<file path="config.mk">
export PLATFORM = sky130hd
export DESIGN_NAME = ex_stage_mc
export DESIGN_NICKNAME = d
export VERILOG_FILES = /design/src/rtl/ex_pkg.sv /design/src/rtl/mul_iter.sv /design/src/rtl/ex_stage_mc.sv
export SDC_FILE = /design/constraint.sdc
export NUM_CORES = 1
export LEC_CHECK = 0
export CAP_MARGIN = 20
export CORE_MARGIN = 4
export CORE_UTILIZATION = 30
export DETAILED_ROUTE_END_ITERATION = 8
export SLEW_MARGIN = 40
export SYNTH_ARGS = -nofsm -noshare
export SYNTH_HDL_FRONTEND = slang
export SYNTH_HIERARCHICAL = 1
export SYNTH_SLANG_ARGS = --single-unit
</file>
<file path="constraint.sdc">
create_clock -name clk -period 10.1 [get_ports clk]
set_input_delay 1.515 -clock clk [delete_from_list [all_inputs] [get_ports clk]]
set_output_delay 1.515 -clock clk [all_outputs]
set_load 0.05 [all_outputs]
</file>
<file path="src/rtl/ex_pkg.sv">
// Shared encodings for the execute stage: ALU op classes, funct codes and
// the EX/MEM occupancy state.
package ex_pkg;

    localparam logic [1:0] ALUOP_ADD   = 2'b00;
    localparam logic [1:0] ALUOP_SUB   = 2'b01;
    localparam logic [1:0] ALUOP_FUNCT = 2'b10;
    localparam logic [1:0] ALUOP_RSVD  = 2'b11;

    localparam logic [5:0] FUNCT_ADD = 6'h20;
    localparam logic [5:0] FUNCT_SUB = 6'h22;
    localparam logic [5:0] FUNCT_AND = 6'h24;
    localparam logic [5:0] FUNCT_OR  = 6'h25;
    localparam logic [5:0] FUNCT_SLT = 6'h2A;
    localparam logic [5:0] FUNCT_MUL = 6'h18;

    typedef enum logic [1:0] {
        EMPTY = 2'd0,
        MUL   = 2'd1,
        FULL  = 2'd2
    } ex_state_e;

endpackage

</file>
<file path="src/rtl/mul_iter.sv">
// Iterative shift-add multiplier: one multiplier bit per cycle, DATA_W
// cycles per product, low DATA_W bits only.
module mul_iter #(
    parameter int DATA_W = 32
) (
    input  logic              clk,
    input  logic              rst,
    input  logic              abort,
    input  logic              start,
    input  logic [DATA_W-1:0] a,
    input  logic [DATA_W-1:0] b,
    output logic              busy,
    output logic              done,
    output logic [DATA_W-1:0] product
);

    localparam int CNT_W = $clog2(DATA_W) + 1;

    logic [DATA_W-1:0] r_a;
    logic [DATA_W-1:0] r_b;
    logic [DATA_W-1:0] r_acc;
    logic [CNT_W-1:0]  r_cnt;
    logic              r_busy;
    logic [DATA_W-1:0] w_acc_next;

    // The last iteration's sum is handed out directly so the result lands in
    // the EX/MEM register on the same edge that ends the multiply.
    assign w_acc_next = r_acc + (r_b[0] ? r_a : '0);
    assign busy       = r_busy;
    assign done       = r_busy && (r_cnt == CNT_W'(DATA_W - 1));
    assign product    = w_acc_next;

    // Operand load on start, then one shift-add step per cycle until done.
    always_ff @(posedge clk) begin
        // NOTE: state registers use non-blocking assignment so every register
        // samples pre-edge values; blocking here would chain the updates.
        if (rst || abort) begin
            r_a    <= '0;
            r_b    <= '0;
            r_acc  <= '0;
            r_cnt  <= '0;
            r_busy <= 1'b0;
        end else if (start) begin
            r_a    <= a;
            r_b    <= b;
            r_acc  <= '0;
            r_cnt  <= '0;
            r_busy <= 1'b1;
        end else if (r_busy) begin
            r_a    <= r_a << 1;
            r_b    <= r_b >> 1;
            r_acc  <= w_acc_next;
            r_cnt  <= r_cnt + CNT_W'(1);
            if (done) begin
                r_busy <= 1'b0;
            end
        end
    end

endmodule

</file>
<file path="src/rtl/ex_stage_mc.sv">
// Registered execute stage: single-cycle ALU, iterative multiply, and an
// EX/MEM output register with valid/ready backpressure and branch flush.
module ex_stage_mc
    import ex_pkg::*;
#(
    parameter int DATA_W = 32,
    parameter int REG_AW = 5
) (
    input  logic              clk,
    input  logic              rst,
    input  logic              flush,
    input  logic              in_valid,
    output logic              in_ready,
    input  logic [DATA_W-1:0] pc_plus4,
    input  logic [DATA_W-1:0] imm,
    input  logic [DATA_W-1:0] rs_data,
    input  logic [DATA_W-1:0] rt_data,
    input  logic [REG_AW-1:0] rt_addr,
    input  logic [REG_AW-1:0] rd_addr,
    input  logic              regdst,
    input  logic              alusrc,
    input  logic [1:0]        aluop,
    output logic              out_valid,
    input  logic              out_ready,
    output logic [REG_AW-1:0] dst_addr,
    output logic [DATA_W-1:0] alu_result,
    output logic [DATA_W-1:0] branch_target,
    output logic              zero,
    output logic              busy
);

    ex_state_e         r_state;
    ex_state_e         w_state_next;
    logic [REG_AW-1:0] r_dst_addr;
    logic [DATA_W-1:0] r_alu_result;
    logic [DATA_W-1:0] r_branch_target;

    logic [DATA_W-1:0] w_operand_b;
    logic [DATA_W-1:0] w_alu_result;
    logic              w_is_mul;
    logic              w_accept;
    logic              w_mul_busy;
    logic              w_mul_done;
    logic [DATA_W-1:0] w_mul_product;

    assign w_operand_b = alusrc ? imm : rt_data;
    assign w_is_mul    = (aluop == ALUOP_FUNCT) && (imm[5:0] == FUNCT_MUL);
    assign in_ready    = !flush && ((r_state == EMPTY) || ((r_state == FULL) && out_ready));
    assign w_accept    = in_valid && in_ready;

    // Single-cycle ALU; the multiply path bypasses this result.
    always_comb begin
        // NOTE: the default assignment first keeps this block purely
        // combinational; a path that skipped it would infer a latch.
        w_alu_result = '0;
        case (aluop)
            ALUOP_ADD:   w_alu_result = rs_data + w_operand_b;
            ALUOP_SUB:   w_alu_result = rs_data - w_operand_b;
            ALUOP_FUNCT: begin
                case (imm[5:0])
                    FUNCT_ADD: w_alu_result = rs_data + w_operand_b;
                    FUNCT_SUB: w_alu_result = rs_data - w_operand_b;
                    FUNCT_AND: w_alu_result = rs_data & w_operand_b;
                    FUNCT_OR:  w_alu_result = rs_data | w_operand_b;
                    FUNCT_SLT: w_alu_result = {{(DATA_W-1){1'b0}},
                                               ($signed(rs_data) < $signed(w_operand_b))};
                    default:   w_alu_result = '0;
                endcase
            end
            default:     w_alu_result = '0;
        endcase
    end

    mul_iter #(
        .DATA_W (DATA_W)
    ) u_mul_iter (
        .clk     (clk),
        .rst     (rst),
        .abort   (flush),
        .start   (w_accept && w_is_mul),
        .a       (rs_data),
        .b       (w_operand_b),
        .busy    (w_mul_busy),
        .done    (w_mul_done),
        .product (w_mul_product)
    );

    // Next-state: flush wins over drain and accept.
    always_comb begin
        w_state_next = r_state;
        if (flush) begin
            w_state_next = EMPTY;
        end else begin
            case (r_state)
                EMPTY: begin
                    if (w_accept) w_state_next = w_is_mul ? MUL : FULL;
                end
                MUL: begin
                    if (w_mul_done) w_state_next = FULL;
                end
                FULL: begin
                    if (out_ready) begin
                        if (w_accept) w_state_next = w_is_mul ? MUL : FULL;
                        else          w_state_next = EMPTY;
                    end
                end
                default: w_state_next = EMPTY;
            endcase
        end
    end

    // State register.
    always_ff @(posedge clk) begin
        if (rst) r_state <= EMPTY;
        else     r_state <= w_state_next;
    end

    // EX/MEM payload: destination and branch target latch at accept, the
    // result at accept (single-cycle) or at multiply completion.
    always_ff @(posedge clk) begin
        if (rst) begin
            r_dst_addr      <= '0;
            r_alu_result    <= '0;
            r_branch_target <= '0;
        end else if (w_accept) begin
            r_dst_addr      <= regdst ? rd_addr : rt_addr;
            r_branch_target <= pc_plus4 + (imm << 2);
            if (!w_is_mul) r_alu_result <= w_alu_result;
        end else if (w_mul_done && !flush) begin
            r_alu_result <= w_mul_product;
        end
    end

    assign out_valid     = (r_state == FULL);
    assign busy          = w_mul_busy;
    assign dst_addr      = r_dst_addr;
    assign alu_result    = r_alu_result;
    assign branch_target = r_branch_target;
    assign zero          = (r_alu_result == '0);

endmodule

</file>
==> results.rst, run 1 <==
.. list-table::
   :header-rows: 1

   * - Metric
     - Value
   * - Floorplan die area
     - 58700 sq um
   * - Core footprint
     - 54100 sq um
   * - Number of hold-repair buffers added at the cts stage
     - 0
   * - Proportion of synthesized chip area in sequential cells
     - 21.1%
   * - Clock latency on the worst-skew pair
     - 0.50 ns
   * - Total Neg Setup Slack
     - 0 ns
   * - Rows
     - 85
   * - Startpoint Class
     - input port
   * - Final Non-Filler Cells
     - 2996
   * - Primary FF master, synth
     - dfxtp_1
   * - Via total after detailed routing
     - 16700
   * - Global-route wire length before repair
     - 97.3 mm
   * - Starting Density
     - 30.4%
   * - Gate Count Post-Synth
     - 2151
   * - CTS clk-pin slew, worst paths
     - 0.08 ns
   * - Worst r2r src
     - u_mul_iter/r_b[0]
   * - Combinational group share of total power
     - 34.1%
   * - Post-synthesis instance area
     - 16500 sq um
   * - Worst path required time
     - 10.48 ns
   * - Met1 Track Usage GR
     - 27.5%
   * - Placed cell count
     - 2961
   * - Start point of the critical path
     - alusrc
   * - Post-route minimum period
     - 5.15 ns
   * - Setup WS post-layout
     - 4.95 ns
   * - Fraction of synthesis flops using an asynchronous set or reset pin
     - 0%
   * - Depth of the worst hold-timing path
     - 2
   * - Detail-routed net length per standard cell
     - 21.6 microns
   * - Post-cts gate resize count
     - 0
   * - Number of flops mapped to enable cells by yosys
     - 0
   * - Share of the clock period used by the worst path after layout
     - 51.0%
   * - Worst Tran Pin Value
     - 0.785 ns
   * - Placed Instance Area
     - 19200 sq um
   * - Fraction of layout cells with a size suffix above 1
     - 4.96%
   * - Vias per std cell
     - 5.59
   * - Number of nets in the final layout
     - 2618
   * - Drt first pass iters
     - 8
   * - Total number of H-tree levels
     - 4
   * - Vertical die dimension
     - 242 microns
   * - Syn. warnings
     - 6
   * - Number of antenna violations at the first check in global routing
     - 2
   * - HP Start
     - branch_target[14]
   * - Remaining antenna violation count after routing
     - 0
   * - Number of DRC markers in iteration 0
     - 1186
   * - Number of primary I/O pins
     - 220
   * - Min-Delay Path Class
     - register to register
   * - Final hold violation count
     - 0
   * - Post-synthesis sequential element count
     - 174
   * - P_int
     - 1.36 mW
   * - Met2 Track Usage GR
     - 35.4%
   * - Via count of the first global-routing pass
     - 15900
   * - Overflow left after global routing
     - 0
   * - Mean Syn Cell Area
     - 7.66 sq um
   * - Setup repair after global routing missed its margin
     - no
   * - Post-route DRC violation count
     - 0
   * - Arrival time reported for the critical path endpoint
     - 5.53 ns
   * - Fin Clk Skew
     - 0.0154 ns
   * - Fraction of power consumed by the clock network
     - 33.3%
   * - GR Util All Layers
     - 21.2%
   * - Run status
     - finished, final reports clean
   * - Max Clk Rate
     - 194 MHz
   * - Synth unique cells
     - 104
   * - Worst slack at placement
     - 4.53 ns
   * - Sw frac
     - 38.1%
   * - Worst VDD drop
     - 0.101 mV
   * - Endpoints failing setup
     - 0
   * - TritonCTS buffer count
     - 17
   * - PwrDens
     - 111 nW/um^2
   * - Cell area after layout
     - 19800 sq um
   * - Max-slew violations
     - 0
   * - Post-synth net total
     - 2484
   * - Max Cap Viol
     - 0
   * - Quantity of I/O buffers inserted on ports
     - 219
   * - Worst Reg-to-Reg Cells
     - 17
   * - Syn-to-layout area delta
     - 20.5%
   * - Maximum fanout count along the critical path
     - 32
   * - Cell chosen for the clock root
     - clkbuf_16
   * - CTS tree
     - yes
   * - Pin count of the biggest net entering global routing
     - 74
   * - Type of the worst setup path
     - input port to register
   * - Met3 Track Usage GR
     - 3.48%
   * - Number of setup buffers added after CTS
     - 0
   * - Number of sinks driven by the clock tree
     - 174
   * - Wire length reported by the detailed router
     - 64.8 mm
   * - Flop pwr share
     - 32.6%
   * - Reported net switching power
     - 0.840 mW
   * - Relative max-transition margin
     - 47.1%
   * - Endpoint kind of the worst setup timing path
     - register
   * - Die width
     - 242 microns
   * - Deepest clock path buffer count
     - 2
   * - Static leakage power
     - 8.13 nW
   * - Total power after layout
     - 2.20 mW
   * - GRT Max-Usage Layer
     - met2
   * - Last weighted congestion value of the routability-driven placer
     - 0.987
   * - Placed wire-length estimate
     - 50.2 mm
   * - Number of inserted filler cells in the final layout
     - 5561
==> per-layer routing <==
metal	share of wire (%)	vias to the layer above
met3	5.3	104
met5	0	-
met1	44	8045
met2	47	545
li1	-	8043
met4	3.6	0
==> cells in the final DEF (no fill, tap or decap), types with 19 or more instances in the layout <==
cell / synthesis / layout
nor2_1: 287 / 286
a21oi_1: 246 / 245
clkdlybuf4s50_1: 0 / 217
ha_1: 182 / 182
dfxtp_1: 174 / 173
nand2_1: 151 / 149
mux2i_1: 130 / 130
inv_1: 103 / 103
o21ai_0: 79 / 79
xnor2_1: 47 / 47
nor3_1: 44 / 43
a21o_1: 38 / 38
and2_1: 35 / 35
nand3_1: 34 / 34
xor2_1: 26 / 26
nor2b_1: 25 / 25
a31oi_1: 25 / 25
a221oi_1: 24 / 24
and3_1: 23 / 23
a211oi_1: 22 / 22
nand2b_1: 21 / 21
o21bai_1: 20 / 20
o21a_1: 19 / 19
o22ai_1: 19 / 19
==> worst max-delay path: stages <==
cell and delay [ns]:
buf_2 0.07, buf_4 0.53, mux2i_1 0.45, inv_1 0.14
ha_1 0.24, a211o_1 0.24, a31oi_1 0.35, a21oi_2 0.19
a2111oi_4 0.52, o21ai_1 0.21, a221oi_1 0.35, xnor2_1 0.21
a221oi_2 0.10, a2111oi_0 0.36
==> cells by family (layout without fill, tap and decap cells) <==
| family | count (synthesis) | count (layout) | synth area share, % |
|---|---|---|---|
| AO/OA/AOI/OAI | 654 | 654 | 26.6 |
| XOR/XNOR | 73 | 73 | 3.88 |
| adder cells (fa/ha/maj) | 186 | 186 | 14.3 |
| buffers and inverters | 229 | 376 | 6.01 |
| flip-flops | 174 | 174 | 21.1 |
| multiplexers | 133 | 133 | 8.17 |
| other | 0 | 2 | 0 |
| AND/OR/NAND/NOR | 702 | 702 | 19.9 |
==> synthesized netlist by cell type (all sizes together) (20+ instances only) <==
library cell	instances	area [sq um]
nand2	151	567
nand3	35	180
nor2b	26	165
xnor2	47	412
xor2	26	228
clkbuf	83	332
a221oi	28	270
o21ai	89	449
and3	24	151
a21o	42	320
ha	182	2280
nand2b	21	131
inv	105	397
nor2	288	1080
nor3	45	236
a211oi	22	165
a21oi	248	1250
dfxtp	174	3480
and2	35	219
mux2i	131	1320
a31oi	25	156
buf	40	253
o21bai	20	150
==> path summary, 6_finish.rpt <==
check / to / slack, ns
max: alu_result[19] / 4.95
min: branch_target[14] / 0.45
max reg2reg: alu_result[28] / 5.41
min reg2reg: branch_target[14] / 0.45
==> sequential cells by signal, indices dropped and copies added, names as in the netlist <==
signal            cells
alu_result           32
branch_target        32
dst_addr              5
r_state               2
u_mul_iter/busy       1
u_mul_iter/r_a       32
u_mul_iter/r_acc     32
u_mul_iter/r_b       32
u_mul_iter/r_cnt      6
==> metrics by stage <==
| step | utilization [%] | hold slack (ns) |
|---|---|---|
| 6_report | 36.7 | 0.451 |
| 5_1_grt | 36.7 | 0.479 |
| 4_1_cts | 36.6 | 0.455 |
| 3_5_place_dp | 35.4 | 0.444 |
| 3_3_place_gp | 35.3 | 0.441 |
| 2_1_floorplan | - | 0.466 |
==> layout make-up <==
type	instances	area, sq um	share of cell area [%]
clock inverter	15	190	0.958
tap	696	871	4.39
antenna	2	5.00	0.0252
timing repair buffer	239	2380	12.0
multi-input combinational	1748	12100	60.9
inverter	105	397	2.00
clock buffer	17	425	2.14
sequential	174	3490	17.6
==> power groups by stage <==
stage	sequential [mW]	clock (mW)	combinational, mW
final	0.718	0.733	0.752
after CTS	0.718	0.755	0.743
after global routing	0.720	0.781	0.808
after global placement	0.734	0	0.734
after floorplan	0.788	0	0.422
after detailed placement	0.734	0	0.738
(Power assumes the default switching activity.)
==> run 2: changes to the inputs <==
- clock period: 10.1 -> 5.18 ns (I/O delays scaled with it)
==> results.rst, run 2 (synthesized netlist as in run 1, its figures left out) <==
.. list-table::
   :header-rows: 1

   * - Metric
     - Value
   * - Startpoint Class
     - input port
   * - Last weighted congestion value of the routability-driven placer
     - 0.951
   * - Fin Clk Skew
     - 0.0110 ns
   * - Detail-routed net length per standard cell
     - 22.0 microns
   * - Top library cells by usage in the layout, fill and taps aside
     - nor2_1, a21oi_1, clkdlybuf4s50_1
   * - Deepest clock path buffer count
     - 2
   * - Final hold violation count
     - 0
   * - Fraction of layout cells with a size suffix above 1
     - 5.68%
   * - Placed cell count
     - 2986
   * - Number of hold-repair buffers added at the cts stage
     - 0
   * - CTS tree
     - yes
   * - Cell area after layout
     - 19900 sq um
   * - Depth of the worst hold-timing path
     - 2
   * - Pin count of the biggest net entering global routing
     - 66
   * - Number of antenna repair diodes
     - 0
   * - Starting Density
     - 30.4%
   * - Vias per std cell
     - 5.59
   * - Worst path required time
     - 5.55 ns
   * - Placed wire-length estimate
     - 52.1 mm
   * - HP Start
     - branch_target[12]
   * - Worst slack at placement
     - 0.128 ns
   * - Post-route DRC violation count
     - 0
   * - Max-slew violations
     - 0
   * - Endpoints failing setup
     - 0
   * - Total number of H-tree levels
     - 4
   * - Reg2reg setup slack
     - 0.82 ns
   * - Most common library cell in the layout ignoring fill and taps
     - nor2_1
   * - PwrDens
     - 212 nW/um^2
   * - Static leakage power
     - 8.20 nW
   * - Rows
     - 85
   * - Worst Reg-to-Reg Cells
     - 16
   * - Endpoint kind of the worst setup timing path
     - register
   * - Wire length reported by the detailed router
     - 66.5 mm
   * - Number of primary I/O pins
     - 220
   * - Die width
     - 242 microns
   * - Worst Hold Path EP
     - branch_target[12]
   * - Arrival time reported for the critical path endpoint
     - 4.84 ns
   * - Maximum fanout count along the critical path
     - 10
   * - Share of the clock period used by the worst path after layout
     - 86.3%
   * - Global-route wire length before repair
     - 99.4 mm
   * - Syn-to-layout area delta
     - 20.8%
   * - WHS
     - 0.455 ns
   * - Max Clk Rate
     - 224 MHz
   * - GR Util All Layers
     - 21.7%
   * - TritonCTS buffer count
     - 17
   * - Vertical die dimension
     - 242 microns
   * - Number of antenna violations at the first check in global routing
     - 1
   * - Core footprint
     - 54100 sq um
   * - Via total after detailed routing
     - 16900
   * - Run status
     - finished, final reports clean
   * - Worst VDD drop
     - 0.198 mV
   * - Placed Instance Area
     - 19300 sq um
   * - Remaining antenna violation count after routing
     - 0
   * - Worst Tran Pin Value
     - 0.840 ns
   * - Number of sinks driven by the clock tree
     - 174
   * - Max Cap Viol
     - 0
   * - Post-cts gate resize count
     - 0
   * - Relative max-transition margin
     - 43.9%
   * - Number of setup buffers added after CTS
     - 0
   * - Via count of the first global-routing pass
     - 16100
   * - Setup repair after global routing missed its margin
     - no
   * - Quantity of I/O buffers inserted on ports
     - 219
   * - Total Neg Setup Slack
     - 0 ns
   * - Type of the worst setup path
     - input port to register
   * - Final Non-Filler Cells
     - 3018
   * - Clock latency on the worst-skew pair
     - 0.51 ns
   * - Drt first pass iters
     - 7
   * - Post-route minimum period
     - 4.47 ns
   * - Worst reg2reg path endpoint
     - alu_result[28]
   * - Setup WS post-layout
     - 0.710 ns
   * - Number of DRC markers in iteration 0
     - 1670
   * - Number of nets in the final layout
     - 2642
   * - CTS clk-pin slew, worst paths
     - 0.08 ns
   * - Floorplan die area
     - 58700 sq um
   * - Min-Delay Path Class
     - register to register
   * - Cell chosen for the clock root
     - clkbuf_16
   * - Overflow left after global routing
     - 0
   * - Worst r2r src
     - u_mul_iter/r_b[0]
-- run 2: cell count changes in the layout (fill, tap and decap cells not counted), sizes merged --
cell and change:
buf +24, clkinv +1, clkbuf +2, inv -3, bufinv -2, diode -2
clkinvlp +2
-- run 2: critical path: stages --
cell and delay (ns):
buf_2 0.34, buf_4 0.33, mux2i_1 0.49, ha_1 0.40, a21oi_1 0.37, and3_1 0.28
o311ai_0 0.25, a21oi_1 0.42, nor2_1 0.16, a31oi_1 0.27, xor2_1 0.22, a221oi_2 0.09
a2111oi_0 0.41
-- run 2: how the worst max path moves through the flow --
stage                 from        endpoint  slack, ns  depth (start not counted)
floorplan           alusrc  alu_result[30]       0.87                         15
global placement    alusrc  alu_result[23]       0.37                         13
detailed placement  alusrc  alu_result[19]       0.13                         13
CTS                 alusrc  alu_result[19]       0.67                         13
global route        alusrc  alu_result[19]       0.43                         13
finish              alusrc  alu_result[19]       0.71                         13
-- run 2: cell type report --
class | count | area, sq um
clock inverter | 13 | 125
timing repair buffer | 263 | 2540
tap | 696 | 871
fill | 5595 | 34200
sequential | 174 | 3490
multi-input combinational | 1748 | 12000
clock buffer | 19 | 443
inverter | 105 | 397
-- run 2: per-layer routing --
| metal | share of wire [%] | wire, microns | GRT usage [%] | vias to the layer above |
|---|---|---|---|---|
| met1 | 44 | 29100 | 27.9 | 8143 |
| met5 | 0 | 0 | 0 | - |
| li1 | - | - | - | 8065 |
| met2 | 48 | 31900 | 36.9 | 580 |
| met4 | 3.4 | 2280 | 7.89 | 0 |
| met3 | 4.8 | 3210 | 3.08 | 82 |
-- run 2: metrics by stage --
| step | utilization, % | power, mW |
|---|---|---|
| after floorplan | - | 2.36 |
| after global placement | 35.7 | 2.89 |
| after detailed placement | 35.7 | 2.89 |
| after CTS | 36.8 | 4.25 |
| after global routing | 36.8 | 4.43 |
| final | 36.8 | 4.23 |
-- run 2: power breakdown --
| group | internal, mW | switching (mW) | total [mW] |
|---|---|---|---|
| Clock | 0.646 | 0.695 | 1.34 |
| Combinational | 0.561 | 0.928 | 1.49 |
| Sequential | 1.37 | 0.0289 | 1.40 |
==> run 3: changes to the inputs <==
- CORE_ASPECT_RATIO: default -> 0.5
- CORE_MARGIN: 4 -> default
- RECOVER_POWER: default -> 100
==> results.rst, run 3 (synthesized netlist as in run 1, its figures left out) <==
.. list-table::
   :header-rows: 1

   * - Metric
     - Value
   * - Final Core Density
     - 37.0%
   * - Arrival time reported for the critical path endpoint
     - 5.17 ns
   * - Combinational group share of total power
     - 35.0%
   * - Vertical die dimension
     - 168 microns
   * - Most common library cell in the layout ignoring fill and taps
     - nor2_1
   * - Max Clk Rate
     - 208 MHz
   * - Number of antenna violations at the first check in global routing
     - 5
   * - Total number of H-tree levels
     - 4
   * - Floorplan die area
     - 55900 sq um
   * - Worst VDD drop
     - 0.240 mV
   * - Syn-to-layout area delta
     - 21.1%
   * - Setup WS post-layout
     - 0.368 ns
   * - Share of the clock period used by the worst path after layout
     - 92.9%
   * - Number of DRC markers in iteration 0
     - 1715
   * - Min-Delay Path Class
     - register to register
   * - Final Non-Filler Cells
     - 3045
   * - WHS
     - 0.451 ns
   * - Via total after detailed routing
     - 16900
   * - Rows
     - 60
   * - Fin Clk Skew
     - 0.0159 ns
   * - Placed cell count
     - 3010
   * - Via count of the first global-routing pass
     - 15600
   * - Number of inserted filler cells in the final layout
     - 5590
   * - Clock latency on the worst-skew pair
     - 0.46 ns
   * - PwrDens
     - 214 nW/um^2
   * - Post-route DRC violation count
     - 2
   * - Wire length reported by the detailed router
     - 66.9 mm
   * - Fraction of layout cells with a size suffix above 1
     - 5.62%
   * - Type of the worst setup path
     - input port to register
   * - Endpoint kind of the worst setup timing path
     - register
   * - Final hold violation count
     - 0
   * - Relative max-transition margin
     - -53.0%
   * - Max-slew violations
     - 9
   * - TritonCTS buffer count
     - 17
   * - Run status
     - finished, violations left
   * - Maximum fanout count along the critical path
     - 26
   * - Detail-routed net length per standard cell
     - 22.0 microns
   * - Overflow left after global routing
     - 0
   * - Number of hold-repair buffers added at the cts stage
     - 0
   * - Last weighted congestion value of the routability-driven placer
     - 1.01
   * - Sw frac
     - 38.7%
   * - Violations in the final reports
     - DRC, capacitance limit, slew limit
   * - P_int
     - 2.61 mW
   * - Worst Tran Pin Value
     - 2.27 ns
   * - Worst path required time
     - 5.54 ns
   * - Top Metal Used
     - met4
   * - Number of sinks driven by the clock tree
     - 174
   * - Setup repair after global routing missed its margin
     - no
   * - Static leakage power
     - 8.43 nW
   * - Vias per std cell
     - 5.56
   * - Wire length on met1
     - 30.8 mm
   * - Quantity of I/O buffers inserted on ports
     - 219
   * - Cell chosen for the clock root
     - clkbuf_16
   * - Deepest clock path buffer count
     - 2
   * - Endpoints failing setup
     - 0
   * - Remaining antenna violation count after routing
     - 0
   * - Number of setup buffers added after CTS
     - 0
   * - Fraction of power consumed by the clock network
     - 32.3%
   * - Reported net switching power
     - 1.65 mW
   * - Total Neg Setup Slack
     - 0 ns
   * - Die width
     - 333 microns
   * - Top library cells by usage in the layout, fill and taps aside
     - nor2_1, a21oi_1, ha_1
   * - Post-route minimum period
     - 4.81 ns
   * - Pin count of the biggest net entering global routing
     - 66
   * - Drt first pass iters
     - 9
   * - Met3 routed WL
     - 4.45 mm
   * - GR Util All Layers
     - 23.0%
   * - Number of primary I/O pins
     - 220
   * - CTS tree
     - yes
   * - Startpoint Class
     - input port
   * - CTS clk-pin slew, worst paths
     - 0.07 ns
   * - Core footprint
     - 54000 sq um
   * - Wire length on met2
     - 29.1 mm
   * - Number of nets in the final layout
     - 2649
   * - Flop pwr share
     - 32.7%
   * - Post-cts gate resize count
     - 0
   * - Max Cap Viol
     - 1
   * - Global-route wire length before repair
     - 98.3 mm
   * - Worst slack at placement
     - 0.506 ns
   * - Starting Density
     - 30.5%
   * - Placed wire-length estimate
     - 52.9 mm
==> run 3: power by group through the flow <==
stage | sequential [mW] | clock [mW] | combinational [mW]
after global routing | 1.40 | 1.44 | 1.59
after CTS | 1.40 | 1.40 | 1.48
after global placement | 1.43 | 0 | 1.48
after detailed placement | 1.43 | 0 | 1.48
final | 1.39 | 1.38 | 1.49
after floorplan | 1.54 | 0 | 0.823
==> run 3: critical path, stage by stage <==
cell	delay, ns
clkdlybuf4s50_1	0.52
nor4_1	1.84
nand2_1	0.66
nand2_1	0.34
buf_4	0.39
o21ai_0	0.25
a221oi_1	0.37
==> run 3: worst paths after layout <==
kind | start | end | slack [ns] | cells past startpoint
worst max-delay path | flush | alu_result[0] | 0.37 | 7
worst min-delay path | branch_target[9] | branch_target[9] | 0.45 | 2
worst max register to register | u_mul_iter/r_b[0] | alu_result[31] | 0.73 | 18
worst min register to register | branch_target[9] | branch_target[9] | 0.45 | 2
==> run 3: per-layer routing <==
layer / global-route usage (%) / up-vias
met3: 3.07 / 110
met5: 0 / -
met1: 32.0 / 8061
met2: 35.6 / 644
met4: 9.36 / 0
li1: - / 8104
==> run 3: area by class of cell <==
cell class / count / area (sq um) / area share [%]
Antenna cell: 3 / 7.51 / 0.0376
Clock buffer: 17 / 425 / 2.13
Clock inverter: 15 / 171 / 0.859
Inverter: 105 / 397 / 1.99
Multi-Input combinational cell: 1748 / 12000 / 60.2
Sequential cell: 174 / 3490 / 17.5
Tap cell: 713 / 892 / 4.47
Timing Repair Buffer: 270 / 2550 / 12.8
==> run 3: metrics by stage <==
stage / total power, mW / area, sq um
floorplan: 2.36 / 16500
global placement: 2.91 / 19400
detailed placement: 2.90 / 19400
CTS: 4.28 / 20000
global route: 4.44 / 20000
finish: 4.27 / 20000
